===== src/rtl/branch_ctrl.sv =====
// ---------------------------------------------------------------------------
// branch_ctrl : IR holder, branch/jump/JAL decode, stall/flush sequencing, scan
// Revision 1.0
// ---------------------------------------------------------------------------
`default_nettype none

module branch_ctrl #(
   parameter logic [15:0] NOP = 16'h0000
) (
   input  logic        clk,
   input  logic        reset,
   input  logic [15:0] instr,
   input  logic [4:0]  flags_in,
   input  logic        flags_we,
   input  logic        mem_busy,
   input  logic        wb_valid,
   input  logic [3:0]  wb_reg,
   input  logic        scan_en,
   input  logic        scan_in,
   output logic        Br,
   output logic        Jmp,
   output logic        JAL,
   output logic [7:0]  disp,
   output logic [3:0]  rtarget_idx,
   output logic        stall,
   output logic        flush,
   output logic        scan_out
);

   typedef enum logic [1:0] {
      S_RUN   = 2'd0,
      S_STALL = 2'd1,
      S_FLUSH = 2'd2
   } state_t;

   state_t      r_state, w_state_nxt;
   logic [15:0] r_ir, w_ir_nxt;
   logic [4:0]  r_flags;
   logic [15:0] r_scan;

   logic       w_is_b, w_is_j, w_is_jal;
   logic       w_hazard, w_cond_true, w_active, w_taken;
   logic [3:0] w_cond;
   logic       w_c, w_l, w_f, w_z, w_n;

   assign w_is_b   = (r_ir[15:12] == 4'hC);
   assign w_is_j   = (r_ir[15:12] == 4'h4) && (r_ir[7:4] == 4'hC);
   assign w_is_jal = (r_ir[15:12] == 4'h4) && (r_ir[7:4] == 4'h8);
   assign w_cond   = r_ir[11:8];
   assign {w_c, w_l, w_f, w_z, w_n} = r_flags;

   always_comb begin
      w_cond_true = 1'b0;
      case (w_cond)
         4'h0:    w_cond_true = w_z;
         4'h1:    w_cond_true = ~w_z;
         4'h2:    w_cond_true = w_c;
         4'h3:    w_cond_true = ~w_c;
         4'h4:    w_cond_true = w_l;
         4'h5:    w_cond_true = ~w_l;
         4'h6:    w_cond_true = w_n;
         4'h7:    w_cond_true = ~w_n;
         4'h8:    w_cond_true = w_f;
         4'h9:    w_cond_true = ~w_f;
         4'hA:    w_cond_true = ~w_l & ~w_z;
         4'hB:    w_cond_true = w_l | w_z;
         4'hC:    w_cond_true = ~w_n & ~w_z;
         4'hD:    w_cond_true = w_n | w_z;
         4'hE:    w_cond_true = 1'b1;
         default: w_cond_true = 1'b0;
      endcase
   end

   assign w_hazard = (w_is_j | w_is_jal) & wb_valid & (wb_reg == r_ir[3:0]);
   assign stall    = mem_busy | w_hazard;

   // FLUSH gating keeps strobes quiet even if NOP is overridden with a branch word
   assign w_active = (r_state != S_FLUSH);
   assign Br       = w_active & w_is_b & w_cond_true & ~stall;
   assign Jmp      = w_active & w_is_j & w_cond_true & ~stall;
   assign JAL      = w_active & w_is_jal & ~stall;
   assign w_taken  = Br | Jmp | JAL;

   assign flush       = (r_state == S_FLUSH);
   assign disp        = r_ir[7:0];
   assign rtarget_idx = r_ir[3:0];
   assign scan_out    = r_scan[15];

   always_comb begin
      w_state_nxt = r_state;
      w_ir_nxt    = r_ir;
      case (r_state)
         S_FLUSH: begin
            w_state_nxt = S_RUN;
            w_ir_nxt    = instr;
         end
         default: begin
            if (stall) begin
               w_state_nxt = S_STALL;
            end else if (w_taken) begin
               w_state_nxt = S_FLUSH;
               w_ir_nxt    = NOP;
            end else begin
               w_state_nxt = S_RUN;
               w_ir_nxt    = instr;
            end
         end
      endcase
   end

   always_ff @(posedge clk) begin
      if (reset) begin
         r_state <= S_RUN;
         r_ir    <= NOP;
         r_flags <= 5'b0;
      end else begin
         r_state <= w_state_nxt;
         r_ir    <= w_ir_nxt;
         if (flags_we) r_flags <= flags_in;
      end
   end

   // Scan register is intentionally free of reset so its contents survive for debug
   always_ff @(posedge clk) begin
      if (scan_en) r_scan <= r_ir;
      else         r_scan <= {r_scan[14:0], scan_in};
   end

endmodule

`default_nettype wire


===== config.mk =====
export PLATFORM = sky130hd
export DESIGN_NAME = branch_ctrl
export DESIGN_NICKNAME = d
export VERILOG_FILES = /design/src/rtl/branch_ctrl.sv
export SDC_FILE = /design/constraint.sdc
export NUM_CORES = 1
export LEC_CHECK = 0
export CORE_MARGIN = 2
export CORE_UTILIZATION = 51
export CTS_CLUSTER_SIZE = 16
export DETAILED_ROUTE_END_ITERATION = 10
export GPL_TIMING_DRIVEN = 0
export PLACE_DENSITY = 0.95
export SLEW_MARGIN = 25
export SYNTH_ARGS = -nofsm -noshare
export SYNTH_HDL_FRONTEND = slang
export SYNTH_SLANG_ARGS = --single-unit

===== constraint.sdc =====
create_clock -name clk -period 3.2 [get_ports clk]
set_clock_uncertainty 0.15 [all_clocks]
set_input_delay 0.48 -clock clk [delete_from_list [all_inputs] [get_ports clk]]
set_output_delay 0.48 -clock clk [all_outputs]
set_load 0.02 [all_outputs]

==> results of run 1 <==
per-layer routing:
layer,up-vias,global-route usage
li1,727,-
met1,662,0.238
met2,29,0.336
met3,9,0.0475
met4,0,0.0851
met5,-,0
cell usage after synthesis:
cell type	n
dfxtp_1	39
nand2_1	18
nand2b_1	17
mux2_2	16
buf_4	14
nor2_1	12
o21ai_2	10
o21ai_0	9
inv_1	6
mux2i_1	6
clkbuf_1	4
xnor2_1	4
buf_2	2
nand4_1	2
nor3b_2	2
nor4_1	2
o22ai_1	2
a21o_1	1
a22oi_2	1
a2bb2oi_1	1
a311oi_1	1
a32oi_2	1
and3_2	1
and4_2	1
buf_1	1
buf_12	1
mux4_2	1
nand2_2	1
nand3b_1	1
nor2_2	1
nor3_1	1
nor4b_1	1
nor4b_4	1
o21bai_4	1
o31a_4	1
or2b_1	1
or2b_2	1
cell type report:
type / instances / area (um2)
fill: 242 / 966
multi-input combinational: 118 / 911
sequential: 39 / 781
timing repair buffer: 47 / 472
buffer: 22 / 154
tap: 46 / 57.6
clock buffer: 5 / 37.5
inverter: 6 / 22.5
clock inverter: 3 / 15.0
cells by family (layout without fill, tap and decap cells):
| logic type | after synthesis | after routing |
|---|---|---|
| multiplexers | 23 | 23 |
| AND/OR/NAND/NOR | 63 | 63 |
| AO/OA/AOI/OAI | 28 | 28 |
| XOR/XNOR | 4 | 4 |
| buffers and inverters | 28 | 83 |
| flip-flops | 39 | 39 |
worst max-delay path by stage:
stage | slack (ns) | depth (start not counted) | end
after floorplan | 0.99 | 6 | Jmp
after global placement | 0.24 | 7 | Jmp
after detailed placement | 0.20 | 7 | Jmp
after CTS | 0.01 | 7 | Br
after global routing | 0.15 | 7 | Jmp
final | 0.26 | 7 | Jmp
repair_timing:
item / in CTS / in global routing
endpoints found under the setup margin: 1 / 1
endpoints found under the hold margin: 0 / 0
hold buffers: 0 / 0
gates resized for setup: 1 / 3
pin swaps: 0 / 0
setup buffers: 0 / 0
power groups by stage:
| stage | registers, mW | logic [mW] | clock network (mW) |
|---|---|---|---|
| 6_report | 0.562 | 0.260 | 0.237 |
| 3_3_place_gp | 0.571 | 0.248 | 0 |
| 3_5_place_dp | 0.573 | 0.255 | 0 |
| 2_1_floorplan | 0.566 | 0.163 | 0 |
| 4_1_cts | 0.562 | 0.257 | 0.242 |
| 5_1_grt | 0.570 | 0.280 | 0.262 |
registers in the layout, summed over array words and instances (netlist names):
name	count
r_flags	5
r_scan	16
r_state	2
r_ir	16
==> summary.txt, run 1 <==
STA
  • Achievable Freq: 340 MHz
  • Endpoints failing hold: 0
  • RSZ-0062 raised after global routing: false
  • Setup TNS: 0 ns
  • Final max-slew violation count: 0
  • Final cycle utilization of the critical path: 0.919
  • Slew Limit Headroom: 0.649
  • Min cycle time layout: 2.94 ns
  • Tightest hold margin: around 0.32 ns
  • Final setup fails: 0
  • Final WS setup: between 0.2 and 0.3 ns
  • Worst Tran Pin Value: roughly 0.53 ns

Route
  • Drt total wl: 3680 um
  • Met2 wire len: between 1500 and 2000 um
  • WL/cell: 12.9 um
  • Wire length on met3: 149 um
  • WL met1: between 1500 and 2000 um
  • Residual DRC count: 0
  • Vias per inst: roughly 5.0
  • Highest routed metal layer: met4
  • Iter 0 DRT Violations: between 40 and 50
  • Via count: 1,427
  • Post-route ant nets: 0
  • Router iterations before antenna repair: 4

Floorplanning
  • Core footprint: 3420 um2
  • Die Y: 64.2 um
  • DIE WIDTH: 64.2 um
  • Die ar.: 4130 um2
  • Standard-cell row count: 21
  • I/O pin total: 50
  • Initial Util: 0.542

Critical path
  • Worst path bufs/invs: 2
  • CP Max Fanout: 10
  • Crit path launch: r_ir[9]
  • Worst path cell trace: buf_4 > nand2_1 > o21ai_0 > mux4_2 > a32oi_4 > and4_2 > dlygate4sd2_1
  • Family with the most delay on the worst path: multiplexers
  • Crit. End Element: primary output
  • R2R Path Start: r_ir[8]
  • CP Data Required Time: approximately 2.6 ns
  • FF-to-FF setup slack: 1.02 ns
  • Arrival @ worst endpoint: 2.31 ns
  • Startpoint types: register
  • Worst r2r path cells: 8
  • RR Endpoint: r_ir[15]
  • Setup CP Type: reg2out
  • Worst path slowest cell: mux4_2
  • Crit path largest cell delay: about 0.50 ns

Placed design
  • PortBufs: 47
  • Post-DP HPWL: between 2000 and 3000 um
  • Placed insts: between 200 and 300
  • Placed Area: 2380 um2
  • Gpl congestion: 0.848
  • Post-Place Setup Slack: 0.196 ns

Min path
  • Worst hold endpoint: r_scan[12]
  • Worst Hold Class: reg2reg
  • Worst Hold Launch: r_scan[11]
  • Hold path cells: 1

Global route
  • Initial antenna violation count: 0
  • Total grt overflow: 0
  • GRT Total Usage: 0.198
  • Vias in the first global route: about 1,400
  • Largest net degree at the start of global routing: 13
  • First-pass GRT wire length: 6290 um

Power and ir drop
  • NetSw: 0.297 mW
  • Comb pwr share: 0.245
  • Seq pwr share: 0.531
  • PwrDens: 432 nW/um2
  • Power, Total: ~1.1 mW
  • Net Sw Frac: 0.280
  • Worst VDD drop: 0.000310 V
  • Static leakage: 0.989 nW
  • Internal power: 0.763 mW
  • Clock power frac: 0.224

Yosys
  • YS warnings: 0
  • Top post-synthesis cells by area: dfxtp_1 42%, mux2_2 9.7%, nand2b_1 5.7%
  • Syn_area_per_cell: 10.0 um2
  • Top cell type's share of synthesized area: 0.422
  • Post-Synthesis Cells: 185
  • Flops & latches, synth: 39
  • Compound-Gate Fraction of Synth Area: 0.127
  • Synth area leader: dfxtp_1
  • Post-Synth Adder-Cell Area: 0
  • Post-synthesis mux area share: 0.142
  • Post-synth cell types: 37
  • Register area share after synthesis: 0.422
  • Synthesized Nets: about 220
  • XOR/XNOR Fraction of Synth Area: 0.0189
  • Mapped Area: 1850 um2
  • Simple logic cell fraction of the synthesized area: 0.195
  • Largest family of logic cells by synthesized area: simple AND/OR/NAND/NOR gates

Clock tree
  • Root buffer cell: clkbuf_4
  • Clk buf depth: 2
  • # H-tree levels: 2
  • Clock sink total: 39
  • CTS tree: done
  • TritonCTS buffer count: 5
  • Worst-path clk slew: 0.11 ns
  • Worst-Skew Late Latency: 0.35 ns

Finish
  • Diode count: 0
  • Design Area, Final: 2450 um2
  • Non-filler cells, final: 286
  • Final Util: 0.717
  • Most frequent cells in the layout: 45 x clkdlybuf4s50_1, 39 x dfxtp_1, 18 x nand2_1
  • Layout area overhead: 32.4%
  • Nets@finish: 271
  • Layout cells sized above 1: 0.271
  • Commonest non-fill, non-tap cell in the layout: clkdlybuf4s50_1

Run
  • Number of max-cap violations: 0

Outcome
  • Status: finished, final reports clean
(Power assumes the default switching activity.)
==> run 2, diff against run 1 <==
--- a/config.mk
+++ b/config.mk
@@ -5,12 +5,15 @@
 export SDC_FILE = /design/constraint.sdc
 export NUM_CORES = 1
 export LEC_CHECK = 0
+export CELL_PAD_IN_SITES_DETAIL_PLACEMENT = 1
+export CELL_PAD_IN_SITES_GLOBAL_PLACEMENT = 2
 export CORE_MARGIN = 2
-export CORE_UTILIZATION = 51
+export CORE_UTILIZATION = 31
 export CTS_CLUSTER_SIZE = 16
 export DETAILED_ROUTE_END_ITERATION = 10
 export GPL_TIMING_DRIVEN = 0
-export PLACE_DENSITY = 0.95
+export PLACE_DENSITY = 0.94
+export RECOVER_POWER = 100
 export SLEW_MARGIN = 25
 export SYNTH_ARGS = -nofsm -noshare
 export SYNTH_HDL_FRONTEND = slang
==> run 2 against run 1 <==
Die area grew 60%. Final cell count grew 9.8%. Sequential share of layout area shrank 0.31 points. Flip-flop and latch count is the same. Critical endpoint is now JAL. Hold slack lost 0.0050 ns. Critical path depth shrank 1. Non-clock buffer count is the same. Count of clock-buffer cells in the layout grew 1. Sequential power is essentially flat. Utilization shrank 29 points. Via count grew 0.49%. Total power grew 13%.
==> summary.txt, run 2 (synthesized netlist as in run 1, its figures left out) <==
STA
  • Achievable Freq: 334 MHz (was 340 MHz)
  • Final max-slew violation count: 0 (unchanged)
  • Final WS setup: 0.208 ns (was 0.261 ns)
  • Min cycle time layout: 2.99 ns (was 2.94 ns)
  • Worst Tran Pin Value: 0.609 ns (was 0.526 ns)
  • Setup TNS: 0 ns (unchanged)
  • Slew Limit Headroom: 0.592 (was 0.649)
  • Final setup fails: 0 (unchanged)
  • Tightest hold margin: 0.310 ns (was 0.315 ns)
  • RSZ-0062 raised after global routing: false (unchanged)
  • Final cycle utilization of the critical path: 0.935 (was 0.919)
  • Endpoints failing hold: 0 (unchanged)

Route
  • Residual DRC count: 0 (unchanged)
  • WL/cell: 14.3 um (was 12.9 um)
  • Post-route ant nets: 0 (unchanged)
  • Highest routed metal layer: met4 (unchanged)
  • Drt total wl: 4480 um (was 3680 um)
  • WL met1: 2090 um (was 1590 um)
  • Iter 0 DRT Violations: 63 (was 43)
  • Router iterations before antenna repair: 4 (unchanged)
  • Met2 wire len: 2160 um (was 1850 um)
  • Wire length on met3: 136 um (was 149 um)
  • Via count: 1,434 (was 1,427)
  • Vias per inst: 4.57 (was 4.99)

Clock tree
  • Clock sink total: 39 (unchanged)
  • Root buffer cell: clkbuf_8 (was clkbuf_4)
  • CTS tree: done (unchanged)
  • # H-tree levels: 2 (unchanged)
  • TritonCTS buffer count: 5 (unchanged)
  • Hold_buf cts: 0 (unchanged)
  • Worst-path clk slew: 0.07 ns (was 0.11 ns)
  • Worst-Skew Late Latency: 0.29 ns (was 0.35 ns)
  • Setup Buffers After CTS: 0 (unchanged)
  • Clk buf depth: 2 (unchanged)

Finish
  • Layout cells sized above 1: 0.213 (was 0.271)
  • Most frequent cells in the layout: 39 x dfxtp_1, 29 x clkdlybuf4s50_1, 18 x nand2_1 (was 45 x clkdlybuf4s50_1, 39 x dfxtp_1, 18 x nand2_1)
  • Nets@finish: 271 (unchanged)
  • Biggest registers after layout: r_ir (16), r_scan (16), r_flags (5) (unchanged)
  • Diode count: 0 (unchanged)
  • Layout area overhead: 33.7% (was 32.4%)
  • Non-filler cells, final: 314 (was 286)
  • Commonest non-fill, non-tap cell in the layout: dfxtp_1 (was clkdlybuf4s50_1)
  • Final Util: 0.423 (was 0.717)

Run
  • Number of max-cap violations: 0 (unchanged)

Floorplanning
  • DIE WIDTH: 81.3 um (was 64.2 um)
  • Standard-cell row count: 28 (was 21)
  • Die ar.: 6600 um2 (was 4130 um2)
  • Core footprint: 5850 um2 (was 3420 um2)
  • Die Y: 81.3 um (was 64.2 um)
  • I/O pin total: 50 (unchanged)
  • Initial Util: 0.316 (was 0.542)

Min path
  • Worst Hold Launch: r_scan[4] (was r_scan[11])
  • Worst Hold Class: reg2reg (unchanged)

Global route
  • Total grt overflow: 0 (unchanged)
  • Largest net degree at the start of global routing: 12 (was 13)
  • GRT Total Usage: 0.147 (was 0.198)
  • Vias in the first global route: 1,451 (was 1,416)
  • Initial antenna violation count: 0 (unchanged)
  • First-pass GRT wire length: 7220 um (was 6290 um)

Power and ir drop
  • Static leakage: 0.996 nW (was 0.989 nW)
  • Worst VDD drop: 0.000195 V (was 0.000310 V)
  • PwrDens: 485 nW/um2 (was 432 nW/um2)

Placed design
  • Placed insts: 307 (was 278)
  • Post-Place Setup Slack: 0.168 ns (was 0.196 ns)
  • Gpl congestion: 0.782 (was 0.848)
  • PortBufs: 47 (unchanged)
  • Post-DP HPWL: 3410 um (was 2890 um)

Critical path
  • Startpoint types: input pin (was register)
  • Worst path most repeated cell: clkdlybuf4s50_1
  • R2R Path Start: r_ir[5] (was r_ir[8])
  • Crit. End Element: primary output (unchanged)
  • Setup CP Type: in2out (was reg2out)
  • FF-to-FF setup slack: 0.78 ns (was 1.02 ns)
  • Worst path cell trace: clkdlybuf4s50_1 > xnor2_1 > nand4_1 > o21bai_1 > nor3b_2 > clkdlybuf4s50_1 (was buf_4 > nand2_1 > o21ai_0 > mux4_2 > a32oi_4 > and4_2 > dlygate4sd2_1)
  • CP Max Fanout: 4 (was 10)
  • Worst path slowest cell: clkdlybuf4s50_1 (was mux4_2)
  • Crit path largest cell delay: 0.66 ns (was 0.50 ns)
  • Arrival @ worst endpoint: 2.36 ns (was 2.31 ns)
  • CP Data Required Time: 2.57 ns (about the same)
  • Crit path launch: wb_reg[3] (was r_ir[9])

Outcome
  • Status: finished, final reports clean (unchanged)
run 2: area by class of cell:
class                      count  area (um2)
sequential                    39         781
multi-input combinational    118         861
clock buffer                   6        72.6
timing repair buffer          47         463
inverter                       6        22.5
buffer                        22         150
tap                           75        93.8
clock inverter                 1        30.0
fill                         675        3380
run 2: metal layers:
metal	global-route usage	up-vias
met5	0	-
met2	0.236	33
li1	-	722
met3	0.0300	10
met4	0.0763	0
met1	0.185	669
run 2: power breakdown:
part,switching (mW),internal (mW)
sequential,0.0318,0.532
combinational,0.108,0.138
clock,0.163,0.228
total,0.302,0.899
run 2: timing repair:
action | CTS | global route
resized for setup | 2 | 1
setup endpoints to repair | 1 | 1
pin swaps | 0 | 0
cloned | 0 | 0
run 2: final timing paths:
path | end | depth (start not counted)
worst min-delay path | r_scan[5] | 1
worst min register to register | r_scan[5] | 1
worst max-delay path | JAL | 6
worst max register to register | r_ir[1] | 7
run 2: critical path, delay by kind of cell:
family | cells | cell delay [ns]
XOR/XNOR | 1 | 0.14
AO/OA/AOI/OAI | 1 | 0.16
buffers and inverters | 2 | 1.09
AND/OR/NAND/NOR | 2 | 0.49
run 2: stage by stage:
stage	power [mW]	area, um2
after floorplan	0.730	1850
after global placement	0.826	2410
after detailed placement	0.835	2410
after CTS	1.23	2530
after global routing	1.26	2470
final	1.20	2470
